## src/rtl/lbist_pattern_engine.sv

```systemverilog
`default_nettype none
// ============================================================================
// Module : lbist_pattern_engine
// Brief  : LFSR pattern source and MISR response compactor with a pass/fail
//          verdict for a 14-in / 8-out combinational core under self-test.
// Rev    : 1.0
// ============================================================================
module lbist_pattern_engine #(
  parameter int PAT_W    = 14,
  parameter int RESP_W   = 8,
  parameter int CNT_W    = 16,
  parameter int RESP_LAT = 1
) (
  input  logic              clk,
  input  logic              rst_n,
  input  logic              start_i,
  input  logic              abort_i,
  input  logic [PAT_W-1:0]  seed_i,
  input  logic [CNT_W-1:0]  num_pat_i,
  input  logic [RESP_W-1:0] expected_sig_i,
  input  logic [RESP_W-1:0] resp_i,
  output logic [PAT_W-1:0]  pat_o,
  output logic              busy_o,
  output logic              done_o,
  output logic              pass_o,
  output logic [RESP_W-1:0] signature_o
);

  typedef enum logic [2:0] {
    S_IDLE  = 3'd0,
    S_SEED  = 3'd1,
    S_RUN   = 3'd2,
    S_DRAIN = 3'd3,
    S_DONE  = 3'd4
  } state_t;

  // Bit 0 of the valid pipe is high while pat_o shows a freshly issued
  // pattern; bit RESP_LAT marks the cycle its response is on resp_i.
  localparam int c_vpipe_w = RESP_LAT + 1;
  localparam logic [c_vpipe_w-1:0] c_drain_mask = {c_vpipe_w{1'b1}} >> 1;

  state_t              r_state;
  state_t              w_state_nxt;
  logic [PAT_W-1:0]    r_seed;
  logic [PAT_W-1:0]    r_pat;
  logic [CNT_W-1:0]    r_num_pat;
  logic [CNT_W-1:0]    r_issued;
  logic [RESP_W-1:0]   r_expected;
  logic [RESP_W-1:0]   r_misr;
  logic [c_vpipe_w-1:0] r_vpipe;
  logic                r_done;
  logic                r_pass;

  logic                w_accept;
  logic                w_issue;
  logic                w_drain_exit;
  logic                w_absorb;
  logic [RESP_W-1:0]   w_misr_fin;
  logic [PAT_W-1:0]    w_seed_eff;
  logic [CNT_W-1:0]    w_num_eff;

  function automatic logic [PAT_W-1:0] lfsr_next(input logic [PAT_W-1:0] s);
    return {s[PAT_W-2:0], s[PAT_W-1] ^ s[4] ^ s[2] ^ s[0]};
  endfunction

  function automatic logic [RESP_W-1:0] misr_next(input logic [RESP_W-1:0] m,
                                                  input logic [RESP_W-1:0] r);
    return {m[RESP_W-2:0], m[RESP_W-1] ^ m[5] ^ m[4] ^ m[3]} ^ r;
  endfunction

  // An all-zero seed would lock the LFSR, and a zero count still runs once.
  assign w_seed_eff = (seed_i == '0) ? PAT_W'(1) : seed_i;
  assign w_num_eff  = (num_pat_i == '0) ? CNT_W'(1) : num_pat_i;

  assign w_absorb   = r_vpipe[RESP_LAT] & ~abort_i;
  assign w_misr_fin = w_absorb ? misr_next(r_misr, resp_i) : r_misr;

  always_ff @(posedge clk or negedge rst_n) begin
    if (!rst_n) begin
      r_state <= S_IDLE;
    end else begin
      r_state <= w_state_nxt;
    end
  end

  always_comb begin
    w_state_nxt  = r_state;
    w_accept     = 1'b0;
    w_issue      = 1'b0;
    w_drain_exit = 1'b0;
    if (abort_i) begin
      w_state_nxt = S_IDLE;
    end else begin
      case (r_state)
        S_IDLE, S_DONE: begin
          if (start_i) begin
            w_state_nxt = S_SEED;
            w_accept    = 1'b1;
          end
        end
        S_SEED: begin
          w_state_nxt = S_RUN;
          w_issue     = 1'b1;
        end
        S_RUN: begin
          if (r_issued < r_num_pat) begin
            w_issue = 1'b1;
          end else begin
            w_state_nxt = S_DRAIN;
          end
        end
        S_DRAIN: begin
          // Leave once only the final response (if any) remains in the pipe.
          if ((r_vpipe & c_drain_mask) == '0) begin
            w_state_nxt  = S_DONE;
            w_drain_exit = 1'b1;
          end
        end
        default: w_state_nxt = S_IDLE;
      endcase
    end
  end

  always_ff @(posedge clk or negedge rst_n) begin
    if (!rst_n) begin
      r_seed     <= '0;
      r_pat      <= '0;
      r_num_pat  <= '0;
      r_issued   <= '0;
      r_expected <= '0;
      r_misr     <= '0;
      r_vpipe    <= '0;
      r_done     <= 1'b0;
      r_pass     <= 1'b0;
    end else begin
      r_done <= 1'b0;
      if (abort_i) begin
        r_vpipe <= '0;
        r_pass  <= 1'b0;
      end else begin
        r_vpipe <= (r_vpipe << 1) | c_vpipe_w'(w_issue);
        if (w_accept) begin
          r_seed     <= w_seed_eff;
          r_num_pat  <= w_num_eff;
          r_expected <= expected_sig_i;
          r_issued   <= '0;
          r_misr     <= '0;
          r_pass     <= 1'b0;
        end
        if (w_issue) begin
          if (r_state == S_SEED) begin
            r_pat    <= r_seed;
            r_issued <= CNT_W'(1);
          end else begin
            r_pat    <= lfsr_next(r_pat);
            r_issued <= r_issued + CNT_W'(1);
          end
        end
        if (w_absorb) begin
          r_misr <= w_misr_fin;
        end
        if (w_drain_exit) begin
          r_done <= 1'b1;
          r_pass <= (w_misr_fin == r_expected);
        end
      end
    end
  end

  assign pat_o       = r_pat;
  assign busy_o      = (r_state == S_SEED) || (r_state == S_RUN) || (r_state == S_DRAIN);
  assign done_o      = r_done;
  assign pass_o      = r_pass;
  assign signature_o = r_misr;

endmodule
`default_nettype wire

```

## config.mk

```make
export PLATFORM = sky130hd
export DESIGN_NAME = lbist_pattern_engine
export DESIGN_NICKNAME = d
export VERILOG_FILES = /design/src/rtl/lbist_pattern_engine.sv
export SDC_FILE = /design/constraint.sdc
export NUM_CORES = 1
export LEC_CHECK = 0
export ABC_CLOCK_PERIOD_IN_PS = 2700
export CAP_MARGIN = 20
export CORE_MARGIN = 3
export CORE_UTILIZATION = 41
export DETAILED_ROUTE_END_ITERATION = 16
export DONT_BUFFER_PORTS = 1
export HOLD_SLACK_MARGIN = 0.02
export PLACE_DENSITY = 0.65
export SLEW_MARGIN = 15
export SYNTH_ARGS = -nofsm -noshare
export SYNTH_HDL_FRONTEND = slang
export SYNTH_SLANG_ARGS = --single-unit
```

## constraint.sdc

```tcl
create_clock -name clk -period 2.7 [get_ports clk]
set_input_delay 0.81 -clock clk [delete_from_list [all_inputs] [get_ports clk]]
set_output_delay 0.81 -clock clk [all_outputs]
set_load 0.05 [all_outputs]
```

==> flow_summary.json, run 1 <==
{
  "coreArea_um2": 9910,
  "power_switching_mw": 1.603,
  "grt_max_degree": 84,
  "fin_worst_skew_ns": 0.01073,
  "pre_cts_slack_ns": 0.3820,
  "setup_viol": 0,
  "fin_nets": 530,
  "cts_tree": "yes",
  "p_int_mw": 2.333,
  "cts_max_level": 3,
  "max_slew_margin_pct": 57.25,
  "dieArea_um2": 11620,
  "firstDrtPassIters": 5,
  "post_cts_buffers": 0,
  "async_reset_ff_share_pct": 100.0,
  "numCtsBuffers": 9,
  "synth_seq_cells": 83,
  "ir_worst_vdd_mv": 0.4125,
  "drcViolationCount": 0,
  "p_total_mw": 3.936,
  "met1_usage_pct": 24.19,
  "ctsResizeCount": 0,
  "clk_latency_ns": 0.35,
  "slew_violations": 0,
  "cts-hold-fix-buffers": 0,
  "antenna_found_initial": 0,
  "die_h_um": 107.8,
  "worstReg2RegEnd": "r_issued[8]$_DFFE_PN0P_",
  "cts-root-buf": "clkbuf_8",
  "cp-start-kind": "flop",
  "period_share_pct": 86.25,
  "timing.rr.start": "r_issued[11]$_DFFE_PN0P_",
  "p_seq_share_pct": 56.1,
  "gp_congestion": 0.8277,
  "netlist_top_cells_area": "dfrtp_1, nand2_1, ha_1",
  "critPathKind": "reg -> reg",
  "end_kind": "flop",
  "min_path_type": "in -> async",
  "overflow": 0,
  "pwr-share-clk_pct": 21.9,
  "synth_edf_count": 0,
  "boundaryPins": 75,
  "busiest_layer": "met2",
  "wl_per_cell_um": 16.04,
  "syn-instance-count": 464,
  "clkTransAtPathRegs_ns": 0.09,
  "maxCapViolCount": 0,
  "status": "completed",
  "rsz0062_at_grt": "false",
  "routed_wl_mm": 9.622,
  "synth_top_area_cell": "dfrtp_1",
  "io_buffers": 0,
  "clockBufferDepth": 2,
  "start_util_pct": 42.88,
  "final.setup.worst_slack_ns": 0.3714,
  "path_max_fanout": 14,
  "hold_viol_final": 0,
  "power_density_nw_per_um2": 857.6,
  "met3_usage_pct": 5.519,
  "required_ns": 2.94,
  "grt.total_usage_pct": 17.40,
  "leakage_nw": 2.149,
  "tightest_slew_ns": 0.6395,
  "pwr-share-comb_pct": 22.0,
  "grt_pass1_vias": 3362,
  "drive_above_1_share_pct": 6.852,
  "ant_nets": 0,
  "arrival_ns": 2.57,
  "dpl.hpwl_mm": 6.802,
  "fmax_mhz": 429.4,
  "yosysMostFrequentCell": "nand2_1",
  "regToRegSetupSlack_ns": 0.37,
  "rows": 36,
  "n_antenna_cell": 0,
  "fin_setup_tns_ns": 0,
  "syn2layout_area_growth_pct": 8.009,
  "synth_area_um2": 4249,
  "syn_nets": 530,
  "yosysWarnings": 0,
  "synthDistinctLibCells": 46,
  "reg2regPathDepth": 8,
  "ys_top_cells_by_count": "nand2_1, dfrtp_1, nor2_1, o21ai_0, nor3_1",
  "grt_util_met2_pct": 26.55,
  "synth_flop_cell": "dfrtp_1",
  "fillCellCount": 962,
  "seq_area_frac_synth_pct": 48.88,
  "grt_pass1_wl_mm": 16.14,
  "via_per_inst": 5.515,
  "drtIter0Drc": 235,
  "sw_frac_of_total_pct": 40.73,
  "final.min_clock_period_ns": 2.329,
  "die_x_um": 107.8,
  "netlist.area_leader.share_pct": 48.88,
  "syn_area_per_cell_um2": 9.157,
  "cts_num_sinks": 83,
  "num_vias": 3309
}
[layer usage]
layer	vias to the layer above	wire, um
met5	-	0
met4	0	91
met3	8	745
met2	95	4429
met1	1598	4354
li1	1608	-
[per-stage QoR]
| stage | std cells | hold WS (ns) | utilization (%) | cell area [um^2] |
|---|---|---|---|---|
| floorplan | 464 | 0.4460 | - | 4249 |
| global placement | 586 | 0.4617 | 44.49 | 4409 |
| detailed placement | 586 | 0.4624 | 44.49 | 4409 |
| CTS | 600 | 0.1262 | 46.31 | 4589 |
| global route | 600 | 0.1093 | 46.31 | 4589 |
| finish | 600 | 0.1447 | 46.31 | 4589 |
[sequential cells by signal, indices dropped and copies added (netlist names)]
register	cells
r_expected	8
done_o	1
r_seed	14
signature_o	8
pat_o	14
r_vpipe	2
r_num_pat	16
r_issued	16
r_state	3
pass_o	1
[area by class of cell]
type	instances	area, um^2	share of cell area, %
clock buffer	9	123.9	2.699
clock inverter	5	56.30	1.227
inverter	25	93.84	2.045
multi-input combinational	336	1992	43.40
sequential	83	2077	45.26
tap	133	166.4	3.626
timing repair buffer	9	80.08	1.745
[worst max path at each step]
| stage | end | cells after the start | startpoint |
|---|---|---|---|
| floorplan | r_issued[4]$_DFFE_PN0P_ | 7 | abort_i |
| global placement | r_issued[10]$_DFFE_PN0P_ | 8 | r_issued[11]$_DFFE_PN0P_ |
| detailed placement | r_issued[8]$_DFFE_PN0P_ | 8 | r_issued[11]$_DFFE_PN0P_ |
| CTS | r_issued[8]$_DFFE_PN0P_ | 8 | r_issued[11]$_DFFE_PN0P_ |
| global route | r_issued[13]$_DFFE_PN0P_ | 8 | r_issued[11]$_DFFE_PN0P_ |
| finish | r_issued[8]$_DFFE_PN0P_ | 8 | r_issued[11]$_DFFE_PN0P_ |
[power groups by stage]
stage	Clock, mW	Combinational, mW	Sequential (mW)
2_1_floorplan	0	0.700	2.17
3_3_place_gp	0	0.840	2.23
3_5_place_dp	0	0.869	2.23
4_1_cts	0.877	0.876	2.21
5_1_grt	0.937	0.986	2.25
6_report	0.864	0.865	2.21
[kinds of logic (layout without fill, tap and decap cells)]
| kind of cell | count (synthesis) | in the layout | synth area share [%] |
|---|---|---|---|
| xor+xnor | 24 | 24 | 5.271 |
| simple gates | 202 | 202 | 21.61 |
| buf+inv | 45 | 48 | 4.417 |
| flops | 83 | 83 | 48.88 |
| compound gates | 93 | 93 | 14.87 |
| fa+ha+maj | 16 | 16 | 4.711 |
| mux | 1 | 1 | 0.2356 |
[placed cells by master (no fill, tap or decap), types with 2 or more instances in the layout]
| cell type | n |
|---|---|
| a41oi_1 | 2 |
| o21ai_0 | 31 |
| nor2b_1 | 3 |
| xnor2_1 | 20 |
| clkbuf_8 | 9 |
| a221o_1 | 4 |
| nand3_1 | 13 |
| or3_1 | 2 |
| nor3b_1 | 4 |
| nor3_1 | 26 |
| o22ai_1 | 15 |
| or2_2 | 2 |
| and3_1 | 8 |
| ha_1 | 16 |
| o211ai_1 | 2 |
| a21oi_1 | 14 |
| o21a_1 | 3 |
| a21o_1 | 5 |
| clkinv_2 | 2 |
| buf_4 | 8 |
| nand2_1 | 96 |
| nor2_1 | 30 |
| inv_1 | 25 |
| xor2_1 | 3 |
| a211o_1 | 9 |
| nor4_1 | 8 |
| dfrtp_1 | 83 |
| nand4_1 | 3 |
[critical path, stage by stage (launching register included)]
cell,delay [ns]
dfrtp_1,0.45
ha_1,0.34
a21oi_1,0.16
o21a_1,0.19
o311ai_2,0.16
a21oi_4,0.29
nor3_2,0.08
buf_4,0.20
a221o_1,0.36
Power figures use the tool's default switching activity.
==> run 2: changes to the inputs <==
--- a/config.mk
+++ b/config.mk
@@ -6,7 +6,7 @@
 export NUM_CORES = 1
 export LEC_CHECK = 0
 export ABC_CLOCK_PERIOD_IN_PS = 2700
-export CAP_MARGIN = 20
+export CAP_MARGIN = 15
 export CORE_MARGIN = 3
 export CORE_UTILIZATION = 41
 export DETAILED_ROUTE_END_ITERATION = 16
==> results of run 2 <==
Same layout as run 1: the final DEF is identical, and so are final timing and power.
==> variant, RTL diff (config.mk and constraints of run 2) <==
Register the input `seed_i` before use. The logic sees it one clock later. The other inputs are not delayed to match.
--- a/src/rtl/lbist_pattern_engine.sv
+++ b/src/rtl/lbist_pattern_engine.sv
@@ -41,2 +41,8 @@
 
+  logic [PAT_W-1:0] seed_q;
+
+  always_ff @(posedge clk) begin
+    seed_q <= seed_i;
+  end
+
   state_t              r_state;
@@ -71,3 +77,3 @@
   // An all-zero seed would lock the LFSR, and a zero count still runs once.
-  assign w_seed_eff = (seed_i == '0) ? PAT_W'(1) : seed_i;
+  assign w_seed_eff = (seed_q == '0) ? PAT_W'(1) : seed_q;
   assign w_num_eff  = (num_pat_i == '0) ? CNT_W'(1) : num_pat_i;
Function: changed (Yosys sat finds a counterexample within 4 cycles, from zero or initial values and one cycle with rst_n low).
==> variant against run 2 <==
Non-clock buffer count grew 3; fmax is 6.7% lower; critical endpoint is now r_issued[2]; cell count is 5.2% lower; synthesized area grew 7.8%; power is 14% higher; largest power group unchanged; first-iteration DRC count is 20% lower; highest routed layer unchanged; sequential cell count is 14 higher; worst setup slack lost 170 ps; cell area up 9.2%; combinational power rose by 6.9%; wire length rose by 2.9%; critical path depth did not move.
==> variant: results (changes against run 2) <==
<table>
<tr><th>Metric</th><th>Value</th></tr>
<tr><th colspan="2">Status</th></tr>
<tr><td>Outcome</td><td>finished clean</td></tr>
<tr><th colspan="2">Placement</th></tr>
<tr><td>Final estimated routing congestion in global placement</td><td>0.7776 (-6.1%)</td></tr>
<tr><td>Placed wire-length estimate after detailed placement</td><td>7.062 mm (+3.8%)</td></tr>
<tr><th colspan="2">Synthesis</th></tr>
<tr><td>Yosys cell types</td><td>50 (+8.7%)</td></tr>
<tr><td>Warnings from Yosys</td><td>0 (unchanged)</td></tr>
<tr><td>Post-synthesis sequential area ratio</td><td>0.5146 (+0.02580)</td></tr>
<tr><td>Largest cells by area after synthesis</td><td>sky130_fd_sc_hd__dfrtp_1 (45%), sky130_fd_sc_hd__dfxtp_1 (6.1%), sky130_fd_sc_hd__mux2_2 (5.2%), sky130_fd_sc_hd__ha_1 (4.4%), sky130_fd_sc_hd__xnor2_1 (3.4%)</td></tr>
<tr><td>Post-synth net total</td><td>490 (-7.5%)</td></tr>
<tr><td>Fraction of registers with async set or reset after synthesis</td><td>0.8557 (-0.1443)</td></tr>
<tr><td>Leading cell types by count after synthesis</td><td>sky130_fd_sc_hd__dfrtp_1 (83), sky130_fd_sc_hd__nand2_1 (38), sky130_fd_sc_hd__o21ai_0 (27)</td></tr>
<tr><th colspan="2">Route</th></tr>
<tr><td>1st-iter DRT viols</td><td>188 (-20%)</td></tr>
<tr><td>Routed wire length</td><td>9.897 mm (+2.9%)</td></tr>
<tr><th colspan="2">Global route</th></tr>
<tr><td>Global routing usage summed across all routing layers</td><td>0.1678 (-0.006171)</td></tr>
<tr><td>Wire length of the first global-routing pass</td><td>16.57 mm (+2.6%)</td></tr>
<tr><td>Largest net degree at the start of global routing</td><td>84 (unchanged)</td></tr>
<tr><td>Via count of the first global-routing pass</td><td>3332 (-0.89%)</td></tr>
<tr><th colspan="2">Setup path</th></tr>
<tr><td>Worst Reg-to-Reg Cells</td><td>8 (unchanged)</td></tr>
<tr><td>Crit path arrival time</td><td>2780 ps (+210 ps)</td></tr>
<tr><td>Top fanout value on the critical path</td><td>15 (+1)</td></tr>
<tr><th colspan="2">Final layout</th></tr>
<tr><td>Layout cells sized above 1</td><td>0.1363 (+0.06774)</td></tr>
<tr><td>Count of filler cells inserted in the layout</td><td>991 (+3.0%)</td></tr>
<tr><th colspan="2">Power and ir drop</th></tr>
<tr><td>Leakage Power</td><td>2.149 nW (about the same)</td></tr>
<tr><td>VDD IR max</td><td>0.6360 mV (+54%)</td></tr>
<tr><th colspan="2">STA</th></tr>
<tr><td>Tightest Pin Transition</td><td>994.8 ps (+355.3 ps)</td></tr>
<tr><td>Setup skew after layout</td><td>10.28 ps (-0.4509 ps)</td></tr>
<tr><th colspan="2">Clock network</th></tr>
<tr><td>Total clock buffers created by CTS</td><td>9 (unchanged)</td></tr>
<tr><td>Clock insertion delay at the later pin of the skew report</td><td>370 ps (+20 ps)</td></tr>
</table>
-- variant: per-layer routing --
metal  wire (um)  GRT usage  vias up
li1            -          -     1542
met1        4366     0.2054     1580
met2        4713     0.2666       76
met3         693    0.06141        8
met4         123    0.07299        0
met5           0          0        -
-- variant: area by class of cell --
cell class	instances	area, um2	share of cell area
Sequential cell	97	2357	0.4702
Multi-Input combinational cell	291	2097	0.4183
Tap cell	136	170.2	0.03394
Clock buffer	11	131.4	0.02620
Clock inverter	5	103.9	0.02071
Timing Repair Buffer	12	90.09	0.01797
Inverter	17	63.81	0.01273
-- variant: metrics by stage --
| stage | setup slack (ps) | util | instance area, um2 | std cells |
|---|---|---|---|---|
| after floorplan | 331.4 | - | 4581 | 424 |
| after global placement | 234.0 | 0.4500 | 4771 | 553 |
| after detailed placement | 188.3 | 0.4500 | 4771 | 553 |
| after CTS | 183.3 | 0.4722 | 5006 | 569 |
| after global routing | 41.65 | 0.4729 | 5014 | 569 |
| final | 205.3 | 0.4729 | 5014 | 569 |
-- variant: critical path, stage by stage, from the launching register on --
cell                       delay (ps)
sky130_fd_sc_hd__dfrtp_1          440
sky130_fd_sc_hd__ha_1             330
sky130_fd_sc_hd__a21oi_1          160
sky130_fd_sc_hd__o21a_1           210
sky130_fd_sc_hd__o311ai_2         170
sky130_fd_sc_hd__a221o_1          410
sky130_fd_sc_hd__buf_4            220
sky130_fd_sc_hd__mux2_1           320
sky130_fd_sc_hd__mux2i_1          140
-- variant: cell families (layout without fill, tap and decap cells) --
logic type / after synthesis / in the layout / share of synthesized area
and+or+nand+nor: 125 / 125 / 0.1352
AOI/OAI and AO/OA: 101 / 101 / 0.1666
DFF: 97 / 97 / 0.5146
buffers and inverters: 36 / 45 / 0.03086
xor gates and xnor gates: 26 / 26 / 0.05272
muxes: 23 / 23 / 0.05627
adders and majority gates: 16 / 16 / 0.04370
-- variant: what timing repair did --
item	4_1_cts	5_1_grt
setup endpoints to repair	0	13
endpoints found under the hold margin	0	0
setup buffers	0	0
resized for setup	0	2
hold buffers	0	0
-- variant: where the power goes --
part / leakage (nW) / internal [mW] / switching, mW
logic: 0.883 / 0.470 / 0.454
registers: 1.15 / 1.75 / 0.693
clock network: 0.118 / 0.618 / 0.503
-- variant: worst paths after layout --
kind	slack, ps	endpoint	start
worst max register to register	210	r_issued[2]	r_issued[11]
min in group clk	450	seed_q[5]	seed_i[5]
worst min register to register	480	r_seed[4]	seed_q[4]
worst max-delay path	210	r_issued[2]	r_issued[11]
max in group asynchronous	2440	pat_o[9]	rst_n
worst min-delay path	120	r_expected[5]	rst_n
